`src/rtl/lau_pkg.sv`:
```
// Shared arithmetic-unit types: the prefix-logic performance selector.
// Latency: n/a (types only).
// Backpressure: n/a.
//
// Contents:
//   speed_e  SLOW = ripple prefix chain (smallest, longest path)
//            FAST = Kogge-Stone prefix tree (log2 depth)
package lau_pkg;

  typedef enum logic {
    SLOW = 1'b0,
    FAST = 1'b1
  } speed_e;

endpackage : lau_pkg

```
`src/rtl/IncDec.sv`:
```
// Incrementer/decrementer: z_o = a_i + 1 (dec_i=0) or a_i - 1 (dec_i=1), modulo 2^width.
// Latency: purely combinational, zero cycles.
// Backpressure: none; output always valid for the current inputs.
//
// Ports:
//   a_i    [width-1:0]  operand (A)
//   dec_i               direction (DEC): 1 = decrement, 0 = increment
//   z_o    [width-1:0]  result
//
// Parameters:
//   width  operand width, legal range 2..64
//   speed  lau_pkg::speed_e, selects ripple (SLOW) or Kogge-Stone (FAST) prefix
module IncDec
  import lau_pkg::*;
#(
  parameter int     width = 8,
  parameter speed_e speed = FAST
) (
  input  logic [width-1:0] a_i,
  input  logic             dec_i,
  output logic [width-1:0] z_o
);

  // Bit i toggles when every lower bit "propagates": all ones for an
  // increment, all zeros for a decrement. Only bits 0..width-2 can feed a
  // higher bit, so the MSB never enters the prefix network.
  localparam int pw     = width - 1;
  localparam int levels = (pw > 1) ? $clog2(pw) : 0;

  logic [pw-1:0]    prop;
  logic [width-1:0] toggle;

  assign prop = a_i[pw-1:0] ^ {pw{dec_i}};

  if (speed == FAST) begin : g_fast
    // lvl[l][i] = AND of prop[i-(2^l)+1 .. i], clipped at bit 0.
    logic [levels:0][pw-1:0] lvl;

    assign lvl[0] = prop;

    for (genvar l = 0; l < levels; l++) begin : g_lvl
      for (genvar i = 0; i < pw; i++) begin : g_bit
        if (i >= (1 << l)) begin : g_and
          assign lvl[l+1][i] = lvl[l][i] & lvl[l][i-(1<<l)];
        end else begin : g_pass
          assign lvl[l+1][i] = lvl[l][i];
        end
      end
    end

    assign toggle = {lvl[levels], 1'b1};
  end else begin : g_slow
    logic [width-1:0] chain;

    always_comb begin
      logic acc;
      acc      = 1'b1;
      chain[0] = 1'b1;
      for (int i = 1; i < width; i++) begin
        acc      = acc & prop[i-1];
        chain[i] = acc;
      end
    end

    assign toggle = chain;
  end

  assign z_o = a_i ^ toggle;

endmodule : IncDec

```
`src/rtl/updown_counter.sv`:
```
// Up/down counter with synchronous clear/load, terminal count and wrap pulse.
// Latency: one cycle from clr_i/load_i/en_i to count_o and wrap_o; tc_o is combinational.
// Backpressure: none; every enabled cycle takes exactly one step.
//
// Ports:
//   clk_i       clock, rising edge
//   rst_ni      asynchronous active-low reset (count_o = 0, wrap_o = 0)
//   clr_i       synchronous clear (highest priority)
//   load_i      synchronous load of load_val_i
//   load_val_i  [width-1:0] load value
//   en_i        count enable, one step per enabled cycle
//   dec_i       direction: 1 = down, 0 = up
//   count_o     [width-1:0] registered count
//   tc_o        terminal count: count at max going up, or at 0 going down
//   wrap_o      registered one-cycle pulse after a step taken at terminal count
//
// Build option: define UPDOWN_COUNTER_SATURATE_EN to make a step at terminal
// count hold the value instead of wrapping; wrap_o then flags saturation.
module updown_counter
  import lau_pkg::*;
#(
  parameter int     width = 8,
  parameter speed_e speed = FAST
) (
  input  logic             clk_i,
  input  logic             rst_ni,
  input  logic             clr_i,
  input  logic             load_i,
  input  logic [width-1:0] load_val_i,
  input  logic             en_i,
  input  logic             dec_i,
  output logic [width-1:0] count_o,
  output logic             tc_o,
  output logic             wrap_o
);

  logic [width-1:0] count_q;
  logic [width-1:0] count_d;
  logic [width-1:0] step;
  logic             wrap_q;
  logic             wrap_d;
  logic             tc;

  IncDec #(
    .width (width),
    .speed (speed)
  ) u_incdec (
    .a_i   (count_q),
    .dec_i (dec_i),
    .z_o   (step)
  );

  // The live dec_i selects which boundary counts as terminal, so a direction
  // change in the same cycle as en_i is judged against the new direction.
  assign tc = dec_i ? (count_q == '0) : (count_q == '1);

  // Priority: clear > load > step > hold. Only a step can raise wrap.
  always_comb begin
    count_d = count_q;
    wrap_d  = 1'b0;
    if (clr_i) begin
      count_d = '0;
    end else if (load_i) begin
      count_d = load_val_i;
    end else if (en_i) begin
      wrap_d = tc;
`ifdef UPDOWN_COUNTER_SATURATE_EN
      if (!tc) begin
        count_d = step;
      end
`else
      count_d = step;
`endif
    end
  end

  always_ff @(posedge clk_i or negedge rst_ni) begin
    if (!rst_ni) begin
      count_q <= '0;
      wrap_q  <= 1'b0;
    end else begin
      count_q <= count_d;
      wrap_q  <= wrap_d;
    end
  end

  assign count_o = count_q;
  assign tc_o    = tc;
  assign wrap_o  = wrap_q;

endmodule : updown_counter

```
`config.mk`:
```
export PLATFORM = sky130hd
export DESIGN_NAME = updown_counter
export DESIGN_NICKNAME = d
export VERILOG_FILES = /design/src/rtl/lau_pkg.sv /design/src/rtl/IncDec.sv /design/src/rtl/updown_counter.sv
export SDC_FILE = /design/constraint.sdc
export NUM_CORES = 1
export LEC_CHECK = 0
export ABC_AREA = 1
export CORE_ASPECT_RATIO = 1.1
export CORE_MARGIN = 2
export CORE_UTILIZATION = 35
export CTS_BUF_LIST = sky130_fd_sc_hd__clkbuf_4 sky130_fd_sc_hd__clkbuf_8
export DETAILED_ROUTE_END_ITERATION = 10
export GPL_ROUTABILITY_DRIVEN = 0
export PLACE_DENSITY_LB_ADDON = 0.1
export SLEW_MARGIN = 5
export SYNTH_ARGS = -nofsm -noshare
export SYNTH_HDL_FRONTEND = slang
export SYNTH_SLANG_ARGS = --single-unit
```
`constraint.sdc`:
```
create_clock -name clk_i -period 1.11 [get_ports clk_i]
set_input_delay 0.2775 -clock clk_i [delete_from_list [all_inputs] [get_ports clk_i]]
set_output_delay 0.2775 -clock clk_i [all_outputs]
set_load 0.02 [all_outputs]
```
Yosys cells after proc, flatten, opt, wreduce, memory -nomap -nowiden
Cells that the tools add are included.

storage, ports and cells
  input bits = 14
  register bits = 9
  logic and storage cells = 28
  output and inout bits = 10

cells by class
  reduce and logical (&&, ||, !) cells = 2
  multiplexer cells = 7
  equality and inequality tests = 1
  bitwise logic cells = 16

operators by type and width
  operator                              count
  two-way mux 8 bit                     3
  bitwise AND 1 bit                     14
  == test 8 bit, second input constant  1
  zero test 8 bit                       1
  bitwise XOR 8 bit                     1
  bitwise XOR 7 bit                     1
  two-way mux 1 bit                     4
  nonzero test 3 bit                    1

Depth between registers and ports, before layout
  word-level depth = 8
  gate-level depth with buffers = 10

Cells and area by module
From an unflattened synthesis, not the netlist that was laid out.

unflattened totals
  cells, all modules = 124
  area total of the unflattened synthesis = 829.5 µm²

by module, submodules not included
  module          area each (µm²)  instances  cells each
  updown_counter  511.7            1          65
  IncDec          317.8            1          59

Least setup slack after synthesis
OpenSTA, ideal clock, no wires.

  path kind = register to output
  start point = reg count_q[2] (netlist: count_o[2])
  end point = out tc_o
  data arrival time = 1.103 ns
  slack = -0.271 ns
  buffers on the path = 0
  required time = 0.832 ns
  stages on the path, launching flop included = 5
  cell sequence = dfrtp_1 inv_1 nor3_1 nand4_1 nand2_1

between the ends
  cells in the longest elaborated chain, start to end = 2
  elaborated cells on any way between the ends = 3
  those cells by class = 1 x eq/ne; 1 x mux; 1 x reduce/logical

ends and longest elaborated chain
  what                                              RTL line              RTL
  start, declared                                   updown_counter.sv:37  logic [width-1:0] count_q;
  start signal, assigned                            updown_counter.sv:82  count_q <= count_d;
  == test 8 bit or zero test 8 bit (tied branches)  updown_counter.sv:55  assign tc = dec_i ? (count_q == '0) : (count_q == '1);
  two-way mux 1 bit (*)                             updown_counter.sv:55
  end, declared                                     updown_counter.sv:33  output logic tc_o,

Every way passes the cells marked *; elsewhere a longest branch is shown, timed or not.

Worst setup path in the final report
Ends and elaborated chain as after synthesis.

==> run summary <==
Fraction of layout cells with a size suffix above 1: 0.477
CP Class: flop to output pin
Number of antenna cells inserted: 0
HPWL after detailed placement: 2000 microns
CTS clk-pin slew, worst paths: 0.06 ns
Hold slack: 0.297 ns
Final worst path period need: 1.67 ns
Number of detailed-route iterations in the first pass: 4
MaxCap Viol Count: 0
Area growth from synthesis to layout: 92.1%
Syn nets: 148
Accumulated negative setup slack: -4.30 ns
Vert. Die Dim: 53.4 microns
Layout Skew: 0.00268 ns
Post-route antenna net violation count: 0
PnR worst setup slack: -0.558 ns
CTS root buf: sky130_fd_sc_hd__clkbuf_4
Tcrit/Tclk final: 1.50
Leakage power: 0.745 nW
Crit path DAT: 1.39 ns
Unrepaired setup endpoints after global routing: yes
All-layer global routing usage: 0.219
Grt ovf: 0
Number of antenna violations at the first check in global routing: 0
Critical path endpoint category: output pin
Via density: 5.02
Site Rows: 17
Nets: 208
Wire length of the first global-routing pass: 4350 microns
Number of global-route vias before repair: 995
Placed cell count: 208
Endpoints failing setup: 18
Maximum clock frequency: 0.599 GHz
Vias: 1109
Pin count of the biggest net entering global routing: 13
Final non-filler cell total: 221
Worst rel slew slack: 0.818
Worst reg2reg startpoint: count_o[0]$_DFFE_PN0P_
Die area: 0.00261 sq mm
CTS H-tree depth: 1
I/O pins: 24
Clock latency of the later-clocked register in the worst-skew pair: 0.26 ns
Total power per unit cell area: 923 mW/mm^2
DRC viols: 0
Number of hold violations in the final report: 0
Count of buffers inserted at the top-level ports: 23
Worst voltage drop across the vdd grid: 0.718 mV
Initial Utilization: 0.380
Filler cells: 174
Num CTS Buffers: 3
Maximum buffer depth of the clock tree: 2
Overall routed net length: 2930 microns
Warning count from the yosys run: 0
Max-slew violation count: 0
Post-Route Utilization: 0.730
Kind of launch point of the worst setup path: flop
Sinks on the clock net: 9
Transition time of the tightest slew-check pin: 0.273 ns
Min-delay worst type: input pin to asynchronous set/reset pin
Synth Instances: 134
Most common cell after layout, fill and taps aside: sky130_fd_sc_hd__nand2_1
Post-synthesis area per instance: 5.79 sq um
Netlist Area Pre-Place: 776 sq um
Iteration-0 DRC count of the detailed router: 29
Count of state elements after synthesis: 9
Max FO, Critical Path: 4
Die Width: 48.9 microns
Result of the run: finished with violations
Proportion of synthesized chip area in sequential cells: 0.290
Violated checks: negative setup slack
Most frequent cells in the layout: 48 x sky130_fd_sc_hd__nand2_1, 26 x sky130_fd_sc_hd__buf_4, 18 x sky130_fd_sc_hd__buf_6, 12 x sky130_fd_sc_hd__nor2_1
Clock tree from TritonCTS: yes
Startpoint of the worst setup timing path: count_o[2]$_DFFE_PN0P_
Design Power: 1.38 mW
Required time of the worst setup path: 0.83 ns
Yosys cell types: 21
Routed len/inst: 13.3 microns
Placeable core region: 0.00204 sq mm
-- kinds of logic (layout without fill, tap and decap cells) --
kind of cell / Yosys count / count (layout) / share of synthesized area
buffers and inverters: 18 / 77 / 0.116
DFF: 9 / 9 / 0.290
AOI/OAI and AO/OA: 11 / 11 / 0.0823
and+or+nand+nor: 96 / 96 / 0.511
-- final timing paths --
check | to | slack [ns] | cells past startpoint
worst max-delay path | tc_o | -0.56 | 4
worst min-delay path | wrap_o$_DFF_PN0_ | 0.30 | 2
worst max register to register | count_o[4]$_DFFE_PN0P_ | -0.39 | 11
worst min register to register | count_o[7]$_DFFE_PN0P_ | 0.65 | 3
max in group asynchronous | count_o[6]$_DFFE_PN0P_ | 0.66 | 2
min in group clk_i | wrap_o$_DFF_PN0_ | 0.32 | 3
-- metrics by stage --
| step | worst slack (ns) | area [sq um] |
|---|---|---|
| floorplan | -0.173 | 801 |
| global placement | -0.968 | 1230 |
| detailed placement | -0.964 | 1230 |
| CTS | -0.531 | 1350 |
| global route | -0.601 | 1490 |
| finish | -0.558 | 1490 |
-- synthesized netlist by cell type --
cell type                   n  area share
sky130_fd_sc_hd__clkinv_2   1      0.0064
sky130_fd_sc_hd__or2_1      1      0.0081
sky130_fd_sc_hd__nor4_1     1      0.0081
sky130_fd_sc_hd__o21ai_0    4       0.026
sky130_fd_sc_hd__buf_6      1       0.015
sky130_fd_sc_hd__a21oi_1    3       0.019
sky130_fd_sc_hd__nor3_1     3       0.019
sky130_fd_sc_hd__dfrtp_1    9        0.29
sky130_fd_sc_hd__nor2_2     1      0.0081
sky130_fd_sc_hd__nand3_1   14       0.090
sky130_fd_sc_hd__nand4_1    2       0.016
sky130_fd_sc_hd__o211ai_1   1      0.0097
sky130_fd_sc_hd__nor2_1    16       0.077
sky130_fd_sc_hd__clkbuf_8   1       0.018
sky130_fd_sc_hd__nand2_1   57        0.28
sky130_fd_sc_hd__o22ai_1    2       0.016
sky130_fd_sc_hd__nand2_2    1      0.0081
sky130_fd_sc_hd__o21ai_2    1       0.011
sky130_fd_sc_hd__buf_4      1      0.0097
sky130_fd_sc_hd__inv_1     13       0.063
sky130_fd_sc_hd__inv_2      1      0.0048
-- power by group --
part	leakage [nW]	switching, mW	internal (mW)	total (mW)
registers	0.108	0.0350	0.360	0.395
logic	0.618	0.354	0.344	0.697
clock network	0.0184	0.120	0.163	0.283
total	0.745	0.509	0.867	1.38
-- critical path, cell delays in order (launching register included) --
cell	delay (ns)
sky130_fd_sc_hd__dfrtp_2	0.45
sky130_fd_sc_hd__nor4_4	0.28
sky130_fd_sc_hd__nand4_1	0.17
sky130_fd_sc_hd__nand2_2	0.11
sky130_fd_sc_hd__buf_6	0.12
-- what timing repair did --
item / CTS / global route
pin swaps: 4 / 15
setup endpoints to repair: 19 / 18
gates cloned: 0 / 0
setup buffers: 1 / 9
resized for setup: 77 / 28
hold endpoints to repair: 0 / 0
hold buffers: 0 / 0
-- cell type report --
cell class / instances / area [sq um] / share of cell area
Timing Repair Buffer: 58 / 536 / 0.359
Inverter: 15 / 62.6 / 0.0420
Multi-Input combinational cell: 107 / 593 / 0.398
Clock buffer: 4 / 30.0 / 0.0202
Tap cell: 28 / 35.0 / 0.0235
Sequential cell: 9 / 234 / 0.157
-- state kept, by name, indices dropped and copies added (netlist names) --
| signal | flops |
|---|---|
| wrap_o | 1 |
| count_o | 8 |
-- routing by layer --
metal  global-route usage  part of all wire  routed length [microns]  up-vias
met3               0.0254             0.038                      112       10
met1                0.257              0.40                     1180      509
met2                0.411              0.53                     1540       47
met4               0.0857             0.031                       92        0
met5                    0                 0                        0        -
li1                     -                 -                        -      543
Power figures use the tool's default switching activity.
